### config.mk
export PLATFORM = sky130hd
export DESIGN_NAME = hsi_color_seg
export DESIGN_NICKNAME = d
export VERILOG_FILES = /design/src/rtl/hsi_pkg.sv /design/src/rtl/hsi_range_cmp.sv /design/src/rtl/hsi_color_seg.sv
export SDC_FILE = /design/constraint.sdc
export NUM_CORES = 1
export LEC_CHECK = 0
export ABC_AREA = 1
export CAP_MARGIN = 15
export CORE_MARGIN = 4
export CORE_UTILIZATION = 55
export CTS_BUF_LIST = sky130_fd_sc_hd__clkbuf_4
export DETAILED_ROUTE_END_ITERATION = 12
export GPL_TIMING_DRIVEN = 0
export PLACE_DENSITY = 0.81
export SYNTH_ARGS = -nofsm -noshare
export SYNTH_HDL_FRONTEND = slang
export SYNTH_SLANG_ARGS = --single-unit
### constraint.sdc
create_clock -name clk -period 3.2 [get_ports clk]
set_input_delay 0.48 -clock clk [delete_from_list [all_inputs] [get_ports clk]]
set_output_delay 0.48 -clock clk [all_outputs]
set_load 0.02 [all_outputs]
### src/rtl/hsi_pkg.sv
// Shared types and constants for the HSI colour segmentation slice.
// The state enum, output codes and pipeline depth are shared by the segmenter and its helpers.
package hsi_pkg;

    typedef enum logic [1:0] {
        WAIT_SOF = 2'd0,
        ACCUM    = 2'd1,
        PUBLISH  = 2'd2
    } seg_state_t;

    localparam logic [7:0] SEG_HIT  = 8'hFF;
    localparam logic [7:0] SEG_MISS = 8'h00;
    localparam logic [7:0] SEG_BOX  = 8'h80;

    localparam int SEG_LAT = 2;

    // Inclusive hue window; lo > hi means the window wraps through 0 (e.g. red 240..15).
    function automatic logic hue_in_range(input logic [7:0] h,
                                          input logic [7:0] lo,
                                          input logic [7:0] hi);
        if (lo <= hi) return (h >= lo) && (h <= hi);
        else          return (h >= lo) || (h <= hi);
    endfunction

endpackage

### src/rtl/hsi_range_cmp.sv
// Registered single-window HSI pixel classifier, with hue wrap-around.
// Kept standalone so multi-colour segmenters can instantiate one per window.
module hsi_range_cmp
    import hsi_pkg::*;
(
    input  logic       clk,
    input  logic       rst_n,
    input  logic       de,
    input  logic [7:0] h,
    input  logic [7:0] s,
    input  logic [7:0] i,
    input  logic [7:0] h_min,
    input  logic [7:0] h_max,
    input  logic [7:0] s_min,
    input  logic [7:0] i_min,
    input  logic [7:0] i_max,
    output logic       hit
);

    logic hit_c;

    // Thresholds are live every cycle so a mid-frame change affects the very next pixel.
    always_comb begin
        hit_c = de && hue_in_range(h, h_min, h_max) &&
                (s >= s_min) && (i >= i_min) && (i <= i_max);
    end

    always_ff @(posedge clk or negedge rst_n) begin
        if (!rst_n) hit <= 1'b0;
        else        hit <= hit_c;
    end

endmodule

### src/rtl/hsi_color_seg.sv
// Colour-window segmenter: binary mask stream (2-cycle latency) plus per-frame hit count and bounding box.
// Optional macro BOX_OVERLAY_EN draws the last published box border into seg_data as 0x80.
module hsi_color_seg
    import hsi_pkg::*;
#(
    parameter int H_DISP = 640,
    parameter int V_DISP = 480,
    parameter int XW     = $clog2(H_DISP),
    parameter int YW     = $clog2(V_DISP),
    parameter int CW     = $clog2(H_DISP * V_DISP + 1)
) (
    input  logic          clk,
    input  logic          rst_n,
    input  logic          HSI_hsync,
    input  logic          HSI_vsync,
    input  logic [7:0]    H_data,
    input  logic [7:0]    S_data,
    input  logic [7:0]    I_data,
    input  logic          HSI_de,
    input  logic [7:0]    h_min,
    input  logic [7:0]    h_max,
    input  logic [7:0]    s_min,
    input  logic [7:0]    i_min,
    input  logic [7:0]    i_max,
    output logic          seg_hsync,
    output logic          seg_vsync,
    output logic [7:0]    seg_data,
    output logic          seg_de,
    output logic [XW-1:0] box_xmin,
    output logic [XW-1:0] box_xmax,
    output logic [YW-1:0] box_ymin,
    output logic [YW-1:0] box_ymax,
    output logic [CW-1:0] hit_cnt,
    output logic          box_empty,
    output logic          box_valid
);

    localparam logic [XW-1:0] X_LAST = XW'(H_DISP - 1);
    localparam logic [YW-1:0] Y_LAST = YW'(V_DISP - 1);

    seg_state_t state, next_state;

    logic               hit_s1;
    logic [SEG_LAT-1:0] hs_pipe, vs_pipe, de_pipe;
    logic [XW-1:0]      x_cnt, x_s1;
    logic [YW-1:0]      y_cnt, y_s1;
    logic               de_fall, vs_rise_in, vs_rise_s1;
    logic [7:0]         seg_next;

    logic [CW-1:0] acc_cnt,  base_cnt;
    logic [XW-1:0] acc_xmin, acc_xmax, base_xmin, base_xmax;
    logic [YW-1:0] acc_ymin, acc_ymax, base_ymin, base_ymax;

    hsi_range_cmp u_cmp (
        .clk   (clk),
        .rst_n (rst_n),
        .de    (HSI_de),
        .h     (H_data),
        .s     (S_data),
        .i     (I_data),
        .h_min (h_min),
        .h_max (h_max),
        .s_min (s_min),
        .i_min (i_min),
        .i_max (i_max),
        .hit   (hit_s1)
    );

    // Index 0 is stage 1, the top index drives the seg_* outputs.
    always_ff @(posedge clk or negedge rst_n) begin
        if (!rst_n) begin
            hs_pipe <= '0;
            vs_pipe <= '0;
            de_pipe <= '0;
        end else begin
            hs_pipe <= {hs_pipe[SEG_LAT-2:0], HSI_hsync};
            vs_pipe <= {vs_pipe[SEG_LAT-2:0], HSI_vsync};
            de_pipe <= {de_pipe[SEG_LAT-2:0], HSI_de};
        end
    end

    assign seg_hsync  = hs_pipe[SEG_LAT-1];
    assign seg_vsync  = vs_pipe[SEG_LAT-1];
    assign seg_de     = de_pipe[SEG_LAT-1];
    assign de_fall    = de_pipe[0] & ~HSI_de;
    assign vs_rise_in = HSI_vsync & ~vs_pipe[0];
    assign vs_rise_s1 = vs_pipe[0] & ~vs_pipe[1];

    // Coordinates clamp at the last column/row rather than wrapping.
    always_ff @(posedge clk or negedge rst_n) begin
        if (!rst_n) begin
            x_cnt <= '0;
            y_cnt <= '0;
            x_s1  <= '0;
            y_s1  <= '0;
        end else begin
            if (!HSI_de)              x_cnt <= '0;
            else if (x_cnt != X_LAST) x_cnt <= x_cnt + 1'b1;
            if (vs_rise_in)                     y_cnt <= '0;
            else if (de_fall && y_cnt != Y_LAST) y_cnt <= y_cnt + 1'b1;
            x_s1 <= x_cnt;
            y_s1 <= y_cnt;
        end
    end

    always_ff @(posedge clk or negedge rst_n) begin
        if (!rst_n) state <= WAIT_SOF;
        else        state <= next_state;
    end

    always_comb begin
        next_state = state;
        case (state)
            WAIT_SOF: if (vs_rise_s1) next_state = ACCUM;
            ACCUM:    if (vs_rise_s1) next_state = PUBLISH;
            PUBLISH:  next_state = ACCUM;
            default:  next_state = WAIT_SOF;
        endcase
    end

    // Outside ACCUM the accumulators restart; a hit landing in PUBLISH seeds the new frame.
    always_comb begin
        base_cnt  = '0;
        base_xmin = '1;
        base_xmax = '0;
        base_ymin = '1;
        base_ymax = '0;
        if (state == ACCUM) begin
            base_cnt  = acc_cnt;
            base_xmin = acc_xmin;
            base_xmax = acc_xmax;
            base_ymin = acc_ymin;
            base_ymax = acc_ymax;
        end
    end

    always_ff @(posedge clk or negedge rst_n) begin
        if (!rst_n) begin
            acc_cnt  <= '0;
            acc_xmin <= '1;
            acc_xmax <= '0;
            acc_ymin <= '1;
            acc_ymax <= '0;
        end else begin
            acc_cnt  <= base_cnt;
            acc_xmin <= base_xmin;
            acc_xmax <= base_xmax;
            acc_ymin <= base_ymin;
            acc_ymax <= base_ymax;
            if (hit_s1 && state != WAIT_SOF) begin
                if (base_cnt != '1)    acc_cnt  <= base_cnt + 1'b1;
                if (x_s1 < base_xmin)  acc_xmin <= x_s1;
                if (x_s1 > base_xmax)  acc_xmax <= x_s1;
                if (y_s1 < base_ymin)  acc_ymin <= y_s1;
                if (y_s1 > base_ymax)  acc_ymax <= y_s1;
            end
        end
    end

    always_ff @(posedge clk or negedge rst_n) begin
        if (!rst_n) begin
            box_xmin  <= '0;
            box_xmax  <= '0;
            box_ymin  <= '0;
            box_ymax  <= '0;
            hit_cnt   <= '0;
            box_empty <= 1'b0;
            box_valid <= 1'b0;
        end else begin
            box_valid <= 1'b0;
            if (state == PUBLISH) begin
                box_valid <= 1'b1;
                hit_cnt   <= acc_cnt;
                box_empty <= (acc_cnt == '0);
                if (acc_cnt == '0) begin
                    box_xmin <= '0;
                    box_xmax <= '0;
                    box_ymin <= '0;
                    box_ymax <= '0;
                end else begin
                    box_xmin <= acc_xmin;
                    box_xmax <= acc_xmax;
                    box_ymin <= acc_ymin;
                    box_ymax <= acc_ymax;
                end
            end
        end
    end

`ifdef BOX_OVERLAY_EN
    logic on_border;
    assign on_border =
        ((x_s1 == box_xmin || x_s1 == box_xmax) && y_s1 >= box_ymin && y_s1 <= box_ymax) ||
        ((y_s1 == box_ymin || y_s1 == box_ymax) && x_s1 >= box_xmin && x_s1 <= box_xmax);

    always_comb begin
        seg_next = hit_s1 ? SEG_HIT : SEG_MISS;
        if (de_pipe[0] && !box_empty && on_border) seg_next = SEG_BOX;
    end
`else
    always_comb begin
        seg_next = hit_s1 ? SEG_HIT : SEG_MISS;
    end
`endif

    always_ff @(posedge clk or negedge rst_n) begin
        if (!rst_n) seg_data <= SEG_MISS;
        else        seg_data <= seg_next;
    end

endmodule
==> impl_metrics.py <==
metrics = {
    "finish": {
        "final_core_util_pct": 68.4,
        "final_nets": 1464,
        "postLayoutCellArea_um2": 11300,
        "layout-drive-gt1-share_pct": 8.25,
        "syn2layout_area_growth_pct": 21.8,
        "stdcell_count": 1542,
    },
    "synthesis": {
        "syn_area_per_cell_um2": 8.10,
        "yosys_register_bits": 164,
        "synth_cell_type_count": 42,
        "yosysWarningCount": 0,
        "synth_area_um2": 9310,
        "ys_seq_area_share_pct": 44.3,
        "synth_cells": 1150,
        "async_flop_share_pct": 100,
        "ys.flop_type": "dfrtp_1",
        "synth_edf_count": 0,
        "syn-num-nets": 1306,
    },
    "timing": {
        "worstMarginPinSlew_ps": 585,
        "finClkSkew_ps": 25.8,
        "layout_min_cycle_time_ps": 3070,
        "setup-violations-final": 0,
        "finalHoldViolCount": 0,
        "setup_ws_ps": 134,
        "fin_crit_sh_pct": 95.8,
        "fmax_ghz": 0.326,
        "maxSlewHeadroom_pct": 61.0,
        "drv_slew": 0,
    },
    "die": {
        "fp.coreArea_um2": 16600,
        "std_cell_rows": 47,
        "initial_core_util_pct": 56.2,
        "die_h_um": 138,
        "io_pins": 139,
        "die_x_um": 138,
        "dieArea_um2": 19100,
    },
    "min_path": {
        "min_path_type": "in -> reg",
        "hold_depth": 1,
    },
    "pwr": {
        "p_seq_share_pct": 49.0,
        "p_per_area_nw_per_um2": 404,
        "p_leak_nw": 5.41,
        "ir_drop_v": 0.000207,
        "netSwitchingPower_mw": 1.46,
        "p_int_mw": 3.12,
        "clockPowerShare_pct": 29.3,
        "pwr-share-comb_pct": 21.7,
        "p_sw_share_pct": 31.9,
    },
    "worst_setup_path": {
        "reg2reg_depth": 16,
        "worst_path_max_delay_cell": "dfrtp_2",
        "worstPathRequired_ps": 3650,
        "slowest_delay_ps": 480,
        "path_delay_family": "buffers and inverters",
        "path_class": "reg -> reg",
        "cp.arrival_ps": 3520,
        "startpoint_type": "flip-flop",
        "critPathMaxFanout": 10,
        "crit_cells": 16,
        "worstSetupEndpointType": "flip-flop",
        "worstPathCellList": "inv_4 -> nand2_4 -> buf_4 -> buf_4 -> buf_2 -> nor2_1 -> inv_1 -> ha_1 -> nand2_1 -> nor2_2 -> o211ai_1 -> nand4_1 -> nand3_1 -> buf_2 -> nand2_1 -> o21ai_0",
        "path_buf_inv": 6,
    },
    "clock_network": {
        "cts_buffers": 17,
        "cts-root-buf": "clkbuf_4",
        "clk_latency_ps": 570,
        "cts_sinks": 164,
        "cts.clk_slew.worst_paths_ps": 140,
        "htreeDepth": 4,
        "clock_path_buffers": 2,
        "cts_tree": "done",
        "post_cts_buffers": 0,
    },
    "global_routing": {
        "grt_pass1_wl_mm": 38.4,
        "track_usage_pct": 24.2,
        "antenna_found_initial": 1,
        "first_global_vias": 8055,
        "grt_start_max_net_pins": 98,
        "grt.overflow.total": 0,
    },
    "status": {
        "outcome": "completed",
    },
    "run": {
        "maxCapViolCount": 0,
    },
    "placement": {
        "hpwl_mm": 17.7,
        "dp_slack_ps": -30.3,
        "dp_cells": 1509,
        "place.gp.congestion": 0.917,
        "io_buffers": 138,
        "placed_area_um2": 11000,
    },
    "route": {
        "dr_total_vias": 8197,
        "final_antenna_net_count": 0,
        "drt-wirelength-per-cell_um": 14.8,
        "drc_errors": 0,
        "wl_mm": 22.8,
        "drt_iter0_drc": 591,
        "viasPerCell": 5.32,
        "firstDrtPassIters": 6,
    },
}
## what timing repair did
| action | CTS | global route |
|---|---|---|
| setup endpoints to repair | 9 | 19 |
| hold buffers | 1 | 0 |
| endpoints found under the hold margin | 58 | 0 |
| gates resized for setup | 0 | 7 |
## per-stage QoR
| step | hold WS (ps) | TNS [ps] | power [mW] |
|---|---|---|---|
| detailed placement | 351 | -64.7 | 3.27 |
| global placement | 335 | -746140 | 3.24 |
| global route | 322 | -7.74 | 4.81 |
| floorplan | 184 | 0 | 2.83 |
| finish | 369 | 0 | 4.58 |
| CTS | 336 | 0 | 4.60 |
## cell usage after synthesis, types with 2 or more instances
library cell,number,area [um2]
nand2_1,257,965
inv_1,185,694
dfrtp_1,145,3630
o21ai_0,114,571
nor2_1,107,402
ha_1,87,1090
nand3_1,50,250
a21oi_1,41,205
nand4_1,22,138
dfstp_2,19,499
a22o_1,17,149
clkbuf_1,11,41.3
buf_2,10,50.1
buf_4,9,67.6
nor3_1,9,45.0
nand3_2,6,60.1
xor2_1,6,52.6
nor2_4,5,56.3
inv_2,4,15.0
nor2_2,4,25.0
o21a_1,4,30.0
or2_2,4,25.0
buf_1,3,11.3
buf_6,3,33.8
nand2_2,3,18.8
a21o_1,2,15.0
a31oi_1,2,12.5
clkinv_1,2,7.51
nand2_4,2,22.5
nand3b_1,2,15.0
nor4_1,2,12.5
o211ai_1,2,15.0
o31ai_1,2,15.0
## path summary, 6_finish.rpt
| path | end | start | slack [ps] |
|---|---|---|---|
| max in group asynchronous | acc_xmin[2] | rst_n | 1910 |
| min in group asynchronous | hit_cnt[11] | rst_n | 450 |
| worst max-delay path | acc_xmax[9] | state[1] | 130 |
| worst min register to register | hs_pipe[1] | hs_pipe[0] | 370 |
| worst min-delay path | hs_pipe[0] | HSI_hsync | 370 |
| worst max register to register | acc_xmax[9] | state[1] | 130 |
## sequential cells by signal, summed over array words and instances, names as in the netlist, 2 cells and up
signal / flops
vs_pipe: 2
box_xmax: 10
box_ymin: 9
y_s1: 9
acc_ymax: 9
hs_pipe: 2
acc_cnt: 19
state: 2
box_ymax: 9
acc_ymin: 9
acc_xmax: 10
box_xmin: 10
y_cnt: 9
x_cnt: 10
acc_xmin: 10
x_s1: 10
hit_cnt: 19
de_pipe: 2
## cell type report
| class | instances | area, um2 |
|---|---|---|
| Antenna cell | 1 | 2.50 |
| Buffer | 36 | 206 |
| Clock buffer | 17 | 128 |
| Clock inverter | 15 | 191 |
| Fill cell | 1345 | 5240 |
| Inverter | 191 | 719 |
| Multi-Input combinational cell | 758 | 4260 |
| Sequential cell | 164 | 4130 |
| Tap cell | 220 | 275 |
| Timing Repair Buffer | 140 | 1420 |
## layer usage
metal	track usage [%]	share of wire [%]	vias up
li1	-	-	4017
met2	40.4	49	322
met4	9.20	3.3	0
met3	5.01	6.7	57
met1	31.3	41	3801
met5	0	0	-
## cell families (layout without fill, tap and decap cells)
| logic type | after synthesis | in the layout | synth area share [%] |
|---|---|---|---|
| compound gates | 187 | 187 | 11.1 |
| xor+xnor | 7 | 7 | 0.658 |
| fa+ha+maj | 87 | 87 | 11.7 |
| buf+inv | 228 | 399 | 9.94 |
| flops | 164 | 164 | 44.3 |
| mux | 1 | 1 | 0.107 |
| other cells | 0 | 1 | 0 |
| simple gates | 476 | 476 | 22.2 |
## power groups by stage
stage	clock network, mW	logic [mW]	registers (mW)
5_1_grt	1.46	1.09	2.26
4_1_cts	1.36	0.996	2.24
3_5_place_dp	0	0.992	2.28
2_1_floorplan	0	0.511	2.32
3_3_place_gp	0	0.963	2.28
6_report	1.34	0.994	2.25
## worst reg2reg max path, cell delays in order (launching register included)
cell and delay [ps]:
dfrtp_2 480, inv_4 120, nand2_4 130, buf_4 230
buf_4 200, buf_2 240, nor2_1 180, inv_1 70
ha_1 290, nand2_1 100, nor2_2 190, o211ai_1 130
nand4_1 120, nand3_1 90, buf_2 220, nand2_1 90
o21ai_0 80
## cells in the final DEF (no fill, tap or decap), drive strengths merged, types with 3 or more instances in the layout
master | Yosys | final
o21ai | 115 | 115
nand4 | 22 | 22
clkbuf | 12 | 27
ha | 87 | 87
dfrtp | 145 | 145
or2 | 4 | 4
buf | 25 | 28
inv | 189 | 195
nand2 | 262 | 262
a22o | 17 | 17
a21oi | 41 | 41
o21a | 4 | 4
bufinv | 0 | 3
xor2 | 6 | 6
clkinv | 2 | 5
dfstp | 19 | 19
nor2 | 116 | 116
nand3 | 56 | 56
nor3 | 10 | 10
clkinvlp | 0 | 3
clkdlybuf4s50 | 0 | 137
(Power assumes the default switching activity.)
